<file path="src/rtl/dual_ram_pkg.sv">
// Shared helpers for the dual_ram storage primitive.
package dual_ram_pkg;

  // Number of words an address of the given width can reach.
  function automatic int unsigned depth_for(input int unsigned addr_size);
    return 32'd1 << addr_size;
  endfunction

endpackage

</file>
<file path="src/rtl/dual_ram_array.sv">
// Storage array for dual_ram: asynchronous clear, synchronous write port and
// an unregistered view of the word at the read address.
module dual_ram_array #(
  parameter int unsigned RAM_WIDTH = 8,
  parameter int unsigned RAM_DEPTH = 16,
  parameter int unsigned ADDR_SIZE = 4
) (
  input  logic                 clk,
  input  logic                 reset,
  input  logic                 write,
  input  logic [ADDR_SIZE-1:0] wr_addr,
  input  logic [RAM_WIDTH-1:0] data_in,
  input  logic [ADDR_SIZE-1:0] rd_addr,
  output logic [RAM_WIDTH-1:0] rd_word
);

  logic [RAM_WIDTH-1:0] mem [RAM_DEPTH];

  // Clear every word on reset; otherwise commit the write on the rising edge.
  always_ff @(posedge clk or negedge reset) begin
    if (!reset) begin
      for (int i = 0; i < int'(RAM_DEPTH); i++) begin
        mem[i] <= '0;
      end
    end else if (write) begin
      mem[wr_addr] <= data_in;
    end
  end

  // Contents as they stand before this edge's write lands.
  assign rd_word = mem[rd_addr];

endmodule

</file>
<file path="src/rtl/dual_ram.sv">
// Simple dual-port synchronous RAM: one write port, one registered read port.
module dual_ram
  import dual_ram_pkg::*;
#(
  parameter int unsigned RAM_WIDTH = 8,
  parameter int unsigned RAM_DEPTH = 16,
  parameter int unsigned ADDR_SIZE = 4
) (
  input  logic                 clk,
  input  logic                 reset,
  input  logic                 read,
  input  logic                 write,
  input  logic [ADDR_SIZE-1:0] rd_addr,
  input  logic [ADDR_SIZE-1:0] wr_addr,
  input  logic [RAM_WIDTH-1:0] data_in,
  output logic [RAM_WIDTH-1:0] data_out
);

  // The address must reach every word and nothing beyond.
  if (RAM_DEPTH != depth_for(ADDR_SIZE)) begin : gen_depth_check
    $error("dual_ram: RAM_DEPTH must equal 2**ADDR_SIZE");
  end

  logic [RAM_WIDTH-1:0] rd_word;
  logic [RAM_WIDTH-1:0] data_q;

  dual_ram_array #(
    .RAM_WIDTH (RAM_WIDTH),
    .RAM_DEPTH (RAM_DEPTH),
    .ADDR_SIZE (ADDR_SIZE)
  ) u_ram_array (
    .clk     (clk),
    .reset   (reset),
    .write   (write),
    .wr_addr (wr_addr),
    .data_in (data_in),
    .rd_addr (rd_addr),
    .rd_word (rd_word)
  );

  // Capture read data when enabled, hold otherwise. rd_word is sampled on the
  // same edge that commits a write, so a same-address collision is read-first.
  always_ff @(posedge clk or negedge reset) begin
    if (!reset) begin
      data_q <= '0;
    end else if (read) begin
      data_q <= rd_word;
    end
  end

  assign data_out = data_q;

endmodule

</file>
<file path="config.mk">
export PLATFORM = sky130hd
export DESIGN_NAME = dual_ram
export DESIGN_NICKNAME = d
export VERILOG_FILES = /design/src/rtl/dual_ram_pkg.sv /design/src/rtl/dual_ram_array.sv /design/src/rtl/dual_ram.sv
export SDC_FILE = /design/constraint.sdc
export NUM_CORES = 1
export LEC_CHECK = 0
export CAP_MARGIN = 10
export CORE_AREA = 5 5 98 122
export CTS_CLUSTER_SIZE = 30
export DETAILED_ROUTE_END_ITERATION = 6
export DIE_AREA = 0 0 103 127
export HOLD_SLACK_MARGIN = 0.1
export PLACE_DENSITY = 0.84
export SLEW_MARGIN = 20
export SYNTH_ARGS = -nofsm -noshare
export SYNTH_HDL_FRONTEND = slang
export SYNTH_SLANG_ARGS = --single-unit
</file>
<file path="constraint.sdc">
create_clock -name clk -period 2.2 [get_ports clk]
set_clock_uncertainty 0.2 [all_clocks]
set_input_delay 0.33 -clock clk [delete_from_list [all_inputs] [get_ports clk]]
set_output_delay 0.33 -clock clk [all_outputs]
set_load 0.03 [all_outputs]
</file>
======== Yosys cells after proc, flatten, opt, wreduce, memory -nomap -nowiden ========
Index checks and enable logic that the tools add are counted.
W data, S select, Z words.
operators by class
  multiplexer cells ....................... 6
  magnitude comparators ................... 3
  reduce and logical (&&, ||, !) cells .... 1
  bitwise operators ....................... 2
operators by type and width
  operator              number
  $bwmux W128           1
  $bmux W8 S4           1
  $demux W8 S4          1
  $mux W8               3
  $ge A5 B5 Y1 const B  2
  $not A4 Y5            2
  $lt A5 B1 Y1 const B  1
  $logic_and A1 B1 Y1   1
word-level totals
  input bits .............................. 20
  register bits ........................... 136
  logic and storage cells ................. 29

======== Longest topological paths before layout ========
Gate-level depths: netlist of the first run.
  depth after elaboration ................. 6
  gate-level depth with buffers ........... 6

======== By module ========
Synthesis of the first run repeated with hierarchy kept, for this count alone.
unflattened totals
  cell total of the unflattened synthesis .. 382
  area, all modules ....................... 6247.2 um2
modules (own cells, without submodules)
  module          cells an instance  instances  area an instance (um2)
  dual_ram_array  365                1          5915.7
  dual_ram        17                 1          331.6

======== Least setup slack after synthesis of the first run ========
Ideal clock, no wire load.
  path kind ............................... input to register
  start ................................... input port wr_addr[3]
  end ..................................... register u_ram_array.mem[120] (netlist name)
  setup time .............................. 125 ps
  buffers on the path ..................... 2
  required time ........................... 1875 ps
  arrival ................................. 1444 ps
  stages on the path ...................... 4
  setup slack ............................. 431 ps
  cells stage by stage .................... buf_4 or4_1 buf_4 mux2_4
on the way
  cells in the longest elaborated chain, start to end .. 6
RTL lines
  item                                                                line                  RTL
  start, declared                                                     dual_ram.sv:14        input logic [ADDR_SIZE-1:0] wr_addr,
  $not A4 Y5 (implied by the code) *                                  dual_ram_array.sv:26  mem[wr_addr] <= data_in;
  $ge A5 B5 Y1 (implied by the code) or $lt A5 B1 Y1 (tied branches)  dual_ram_array.sv:26
  $logic_and A1 B1 Y1 (implied by the code)                           dual_ram_array.sv:26
  $mux W8 (implied by the code)                                       dual_ram_array.sv:26
  $demux W8 S4 *                                                      dual_ram_array.sv:26
  $bwmux W128 *                                                       dual_ram_array.sv:26
  end signal, assigned by index                                       dual_ram_array.sv:26
  end, declared                                                       dual_ram_array.sv:17  logic [RAM_WIDTH-1:0] mem [RAM_DEPTH];
Every way passes the cells marked *; elsewhere a longest branch is shown, timed or not.
A chain may end at the register's enable or synchronous reset.

======== Final worst setup path of the first run ========
  start ................................... register data_q[7], in the netlist data_out[7]
  end ..................................... output port data_out[7]
RTL lines
  item                    line            RTL
  start, declared         dual_ram.sv:25  logic [RAM_WIDTH-1:0] data_q;
  start signal, assigned  dual_ram.sv:47  data_q <= rd_word;
  end, declared           dual_ram.sv:16  output logic [RAM_WIDTH-1:0] data_out
No word-level cell between the ends.

==> flow_metrics.tcl, run 1 <==
set metrics [dict create \
    status "finished, final reports clean" \
    grt_pass1_wl_um 23200 \
    routed_wl_um 14100 \
    synth_top_flop_cell "dfrtp_1" \
    ant_nets 0 \
    critPathCaptureType "output port" \
    synth_area_um2 6220 \
    p_leak_uw 0.00318 \
    post_cts_buffers 0 \
    rows 42 \
    crit_path_top_delay_cell "clkdlybuf4s50_1" \
    ys_types 27 \
    netlist.top_cell.by_area "dfrtp_1" \
    portBuffers 27 \
    path_class "reg2out" \
    clk_pin_slew_ns 0.05 \
    cts.sinks 136 \
    die_h_um 127 \
    worst-path-max-fanout 2 \
    ys_top_cells_by_area "dfrtp_1, mux2_2, mux4_2" \
    die_w_um 103 \
    crit_chain "clkdlybuf4s50_1" \
    grt_pass1_vias 4147 \
    area_delta_synth_final_pct 19.9 \
    max-vdd-ir-drop_mv 0.504 \
    coreArea_um2 10600 \
    cts_root_buf "clkbuf_16" \
    final_hold_viol_count 0 \
    numCtsBuffers 17 \
    ys_ff_latch 136 \
    drc 0 \
    use_met2 0.385 \
    cp.arrival_ns 1.55 \
    tritoncts "yes" \
    wl_per_cell_um 24.2 \
    met3_usage 0.0567 \
    post-route-period-util 0.945 \
    cp.required_ns 1.67 \
    crit_buf_inv 1 \
    synthesis.nets 404 \
    rsz0062_at_grt "false" \
    post-synth-top-count-cell "dfrtp_1" \
    drt_iter0_markers 255 \
    grt_busiest_layer "met2" \
    grt_remaining_overflow 0 \
    drv_slew 0 \
    synthCells 384 \
    dpl_cell_area_um2 6920 \
    max_freq_mhz 481 \
    synth_warnings 0 \
    max_slew_margin 0.566 \
    min_period_ns 2.08 \
    antenna_found_initial 0 \
    cts_resized 0 \
    hold_path.class "in2async" \
    initial_core_util 0.586 \
    final_layout_size_suffix_gt1_frac 0.529 \
    final_cell_area_um2 7460 \
    grtUsageTotal 0.240 \
    dp_hpwl_um 8690 \
    setup_viol 0 \
    die_area_um2 13100 \
    power.density_nw_per_um2 993 \
    grt_max_degree 64 \
    yosysSeqAreaShare 0.547 \
    start_kind "flip-flop" \
    cpPeakStageDelay_ns 0.71 \
    cp_top_family "buffers and inverters" \
    dr.pass1.iters 4 \
    synth_top_area_frac 0.547 \
    async_flop_share 1.00 \
    max-clock-path-buffers 2 \
    placedCellCount 550 \
    worstMarginPinSlew_ns 0.650 \
    syn_avg_cell_area_um2 16.2 \
    htreeDepth 4 \
    synthTopCellsByCount "dfrtp_1, mux2_2, mux4_2" \
    vias 3631 \
    clock_latency_ns 0.42 \
    final_cells 582 \
    maxCapViolCount 0 \
    routabilityCongestion 0.808 \
    gr-usage-met1 0.318 \
    r2r_slack_ns 0.58 \
    vias_per_cell 6.24 \
    io_pins 28 \
    antenna_cells 0 \
    final_nets 458 \
    synth_edf_count 0 \
    ctsHoldBuffers 1 \
]
==> stage by stage <==
step                      power [uW]  setup slack, ns  hold WS [ns]  setup TNS (ns)  utilization
after CTS                       7440            0.130         0.289               0        0.703
after detailed placement        4780           -0.118         0.149           -4.17        0.652
after global placement          4660          -0.0715         0.148           -1.33        0.652
after global routing            7710           0.0926         0.318               0        0.703
final                           7410            0.121         0.275               0        0.703
after floorplan                 4310            0.431        -0.166               0            -
==> power by group <==
part / internal (uW) / total (uW) / switching [uW]
Clock: 1630 / 2600 / 971
Combinational: 845 / 1380 / 534
Sequential: 3080 / 3430 / 346
==> path summary, 6_finish.rpt <==
kind                       cells after the start           startpoint             endpoint
hold / removal                                 2                reset  u_ram_array.mem[78]
hold reg to reg                                1  u_ram_array.mem[95]  u_ram_array.mem[95]
max in group asynchronous                      3                reset  u_ram_array.mem[37]
setup / recovery                               1          data_out[7]          data_out[7]
setup reg to reg                               3  u_ram_array.mem[30]          data_out[6]
min in group clk                               1  u_ram_array.mem[95]  u_ram_array.mem[95]
==> final cells by class <==
cell class	count	area (um2)
Clock inverter	3	40.0
Clock buffer	28	497
Timing Repair Buffer	63	697
Tap cell	132	165
Multi-Input combinational cell	220	2660
Fill cell	659	3150
Sequential cell	136	3400
==> placed cells by master, fill, tap and decap left out, types with 3 or more instances in the layout <==
cell type          n
dfrtp_1          136
mux2_2           120
mux4_2            32
clkdlybuf4s50_1   24
buf_4             22
clkbuf_16         17
buf_12            13
mux2_4             8
o22ai_1            8
mux2i_1            8
nor2_1             8
a221oi_1           8
clkbuf_1           8
nor2_2             6
nor3_2             4
clkbuf_8           3
==> state kept, by name, summed over array words and instances, names as in the netlist <==
name and count:
data_out 8, u_ram_array.mem 128
==> metal layers <==
metal  vias up  part of all wire
met2       105              0.53
met5         -                 0
met1      1943              0.40
met4         0             0.023
met3        30             0.046
li1       1553                 -
==> logic make-up (layout without fill, tap and decap cells) <==
| kind of cell | after synthesis | count (layout) | synth area share |
|---|---|---|---|
| buffers and inverters | 28 | 94 | 0.0257 |
| AND/OR/NAND/NOR | 36 | 36 | 0.0432 |
| flip-flops | 136 | 136 | 0.547 |
| AO/OA/AOI/OAI | 16 | 16 | 0.0193 |
| multiplexers | 168 | 168 | 0.365 |
No activity file was read; power rests on OpenSTA's default activity.
==> inputs of run 2 (changes only) <==
- SLEW_MARGIN: 20 -> default
==> results of run 2 <==
Same layout as run 1: the final DEF is identical, and so are final timing and power.
==> inputs of run 3 (changes only) <==
- CORE_AREA: 5 5 98 122 -> 2 2 95 119
- DIE_AREA: 0 0 103 127 -> 0 0 97 121
- REMOVE_ABC_BUFFERS: default -> 1
==> flow_metrics.tcl, run 3 (same netlist as run 1, synthesis figures left out) <==
set metrics [dict create \
    start_kind "flip-flop" \
    power.density_nw_per_um2 1010 \
    met3_usage 0.0455 \
    final_nets 466 \
    cp.arrival_ns 1.48 \
    grt_pass1_wl_um 22200 \
    final_hold_viol_count 0 \
    post-route-period-util 0.914 \
    dp_hpwl_um 8950 \
    setup_viol 0 \
    drv_slew 0 \
    post_cts_buffers 0 \
    cts.sinks 136 \
    max-vdd-ir-drop_mv 0.661 \
    io_pins 28 \
    grt_busiest_layer "met2" \
    path_class "reg2out" \
    intPower_uw 5750 \
    die_w_um 97 \
    final_cell_mix "dfrtp_1, mux2_2, buf_4" \
    dpl_cell_area_um2 6900 \
    crit_buf_inv 1 \
    initial_core_util 0.589 \
    hold_path.class "in2async" \
    p_leak_uw 0.00325 \
    tritoncts "yes" \
    maxCapViolCount 0 \
    swShare 0.246 \
    numCtsBuffers 17 \
    critPathCaptureType "output port" \
    drc 0 \
    layout_commonest_cell "dfrtp_1" \
    coreArea_um2 10600 \
    dr.pass1.iters 4 \
    clk_pin_slew_ns 0.06 \
    clock_latency_ns 0.42 \
    grt_pass1_vias 4185 \
    power_frac_clock 0.375 \
    p_comb_frac 0.179 \
    n_fill_cell 623 \
    cp.required_ns 1.67 \
    min_period_ns 2.01 \
    r2r_slack_ns 0.60 \
    largest-register "u_ram_array.mem" \
    antenna_cells 0 \
    worstMarginPinSlew_ns 0.620 \
    cpPeakStageDelay_ns 0.69 \
    p_sw_uw 1870 \
    antenna_found_initial 0 \
    vias_per_cell 6.17 \
    gr-usage-met1 0.310 \
    die_area_um2 11700 \
    regToRegEndpoint "data_out[1]" \
    drt_iter0_markers 237 \
    rsz0062_at_grt "false" \
    htreeDepth 4 \
    max_freq_mhz 497 \
    worst_hold_slack_ns 0.164 \
    ant_nets 0 \
    grtUsageTotal 0.251 \
    rows 42 \
    grt_remaining_overflow 0 \
    routabilityCongestion 0.857 \
    status "finished, final reports clean" \
    r2r_cells 3 \
    die_h_um 121 \
    r2r_start "u_ram_array.mem[41]" \
    area_delta_synth_final_pct 20.8 \
    crit_chain "clkdlybuf4s50_1" \
    crit_path_top_delay_cell "clkdlybuf4s50_1" \
    largest_reg_flops 128 \
    portBuffers 27 \
    power_frac_seq 0.445 \
    final_cell_area_um2 7520 \
    max_slew_margin 0.585 \
    power_uw 7630 \
    wl_per_cell_um 23.3 \
    cp_top_family "buffers and inverters" \
    grt_max_degree 57 \
    cts_root_buf "clkbuf_16" \
    max-clock-path-buffers 2 \
    vias 3646 \
    final_layout_size_suffix_gt1_frac 0.556 \
    worst-path-max-fanout 2 \
    use_met2 0.428 \
    routed_wl_um 13800 \
]
-- run 3: metal layers --
| layer | vias to the layer above | share of wire |
|---|---|---|
| met5 | - | 0 |
| met4 | 0 | 0.025 |
| met2 | 96 | 0.54 |
| li1 | 1564 | - |
| met3 | 24 | 0.033 |
| met1 | 1962 | 0.40 |
-- run 3: worst max-delay path by stage --
| stage | endpoint | slack [ns] | cells after the start | from |
|---|---|---|---|---|
| global route | data_out[0] | 0.14 | 1 | data_out[0] |
| CTS | data_out[0] | 0.17 | 1 | data_out[0] |
| finish | data_out[7] | 0.19 | 1 | data_out[7] |
| detailed placement | u_ram_array.mem[112] | -0.18 | 5 | wr_addr[0] |
| floorplan | u_ram_array.mem[120] | 0.41 | 3 | wr_addr[1] |
| global placement | u_ram_array.mem[113] | -0.12 | 5 | wr_addr[0] |
-- run 3: power groups by stage --
stage               Combinational [uW]  Sequential [uW]  Clock [uW]
floorplan                          883             3360           0
global placement                  1300             3370           0
detailed placement                1360             3420           0
CTS                               1380             3390        2890
global route                      1460             3450        2990
finish                            1370             3400        2860
-- run 3: layout make-up --
cell class	instances	area (um2)	share of cell area
sequential	136	3400	0.453
multi-input combinational	220	2660	0.354
timing repair buffer	71	682	0.0907
clock buffer	19	453	0.0603
tap	132	165	0.0220
clock inverter	13	153	0.0203
-- run 3: what timing repair did --
item / CTS / global route
hold buffers: 1 / 0
endpoints found under the hold margin: 136 / 0
gates resized for setup: 0 / 0
-- run 3: per-stage QoR --
step                      utilization  instances  TNS [ns]  setup slack [ns]
after global routing            0.712        591         0             0.145
after global placement          0.653        558     -1.89            -0.116
after CTS                       0.712        591         0             0.174
after detailed placement        0.653        558     -3.95            -0.175
final                           0.712        591         0             0.189
after floorplan                     -        356         0             0.410
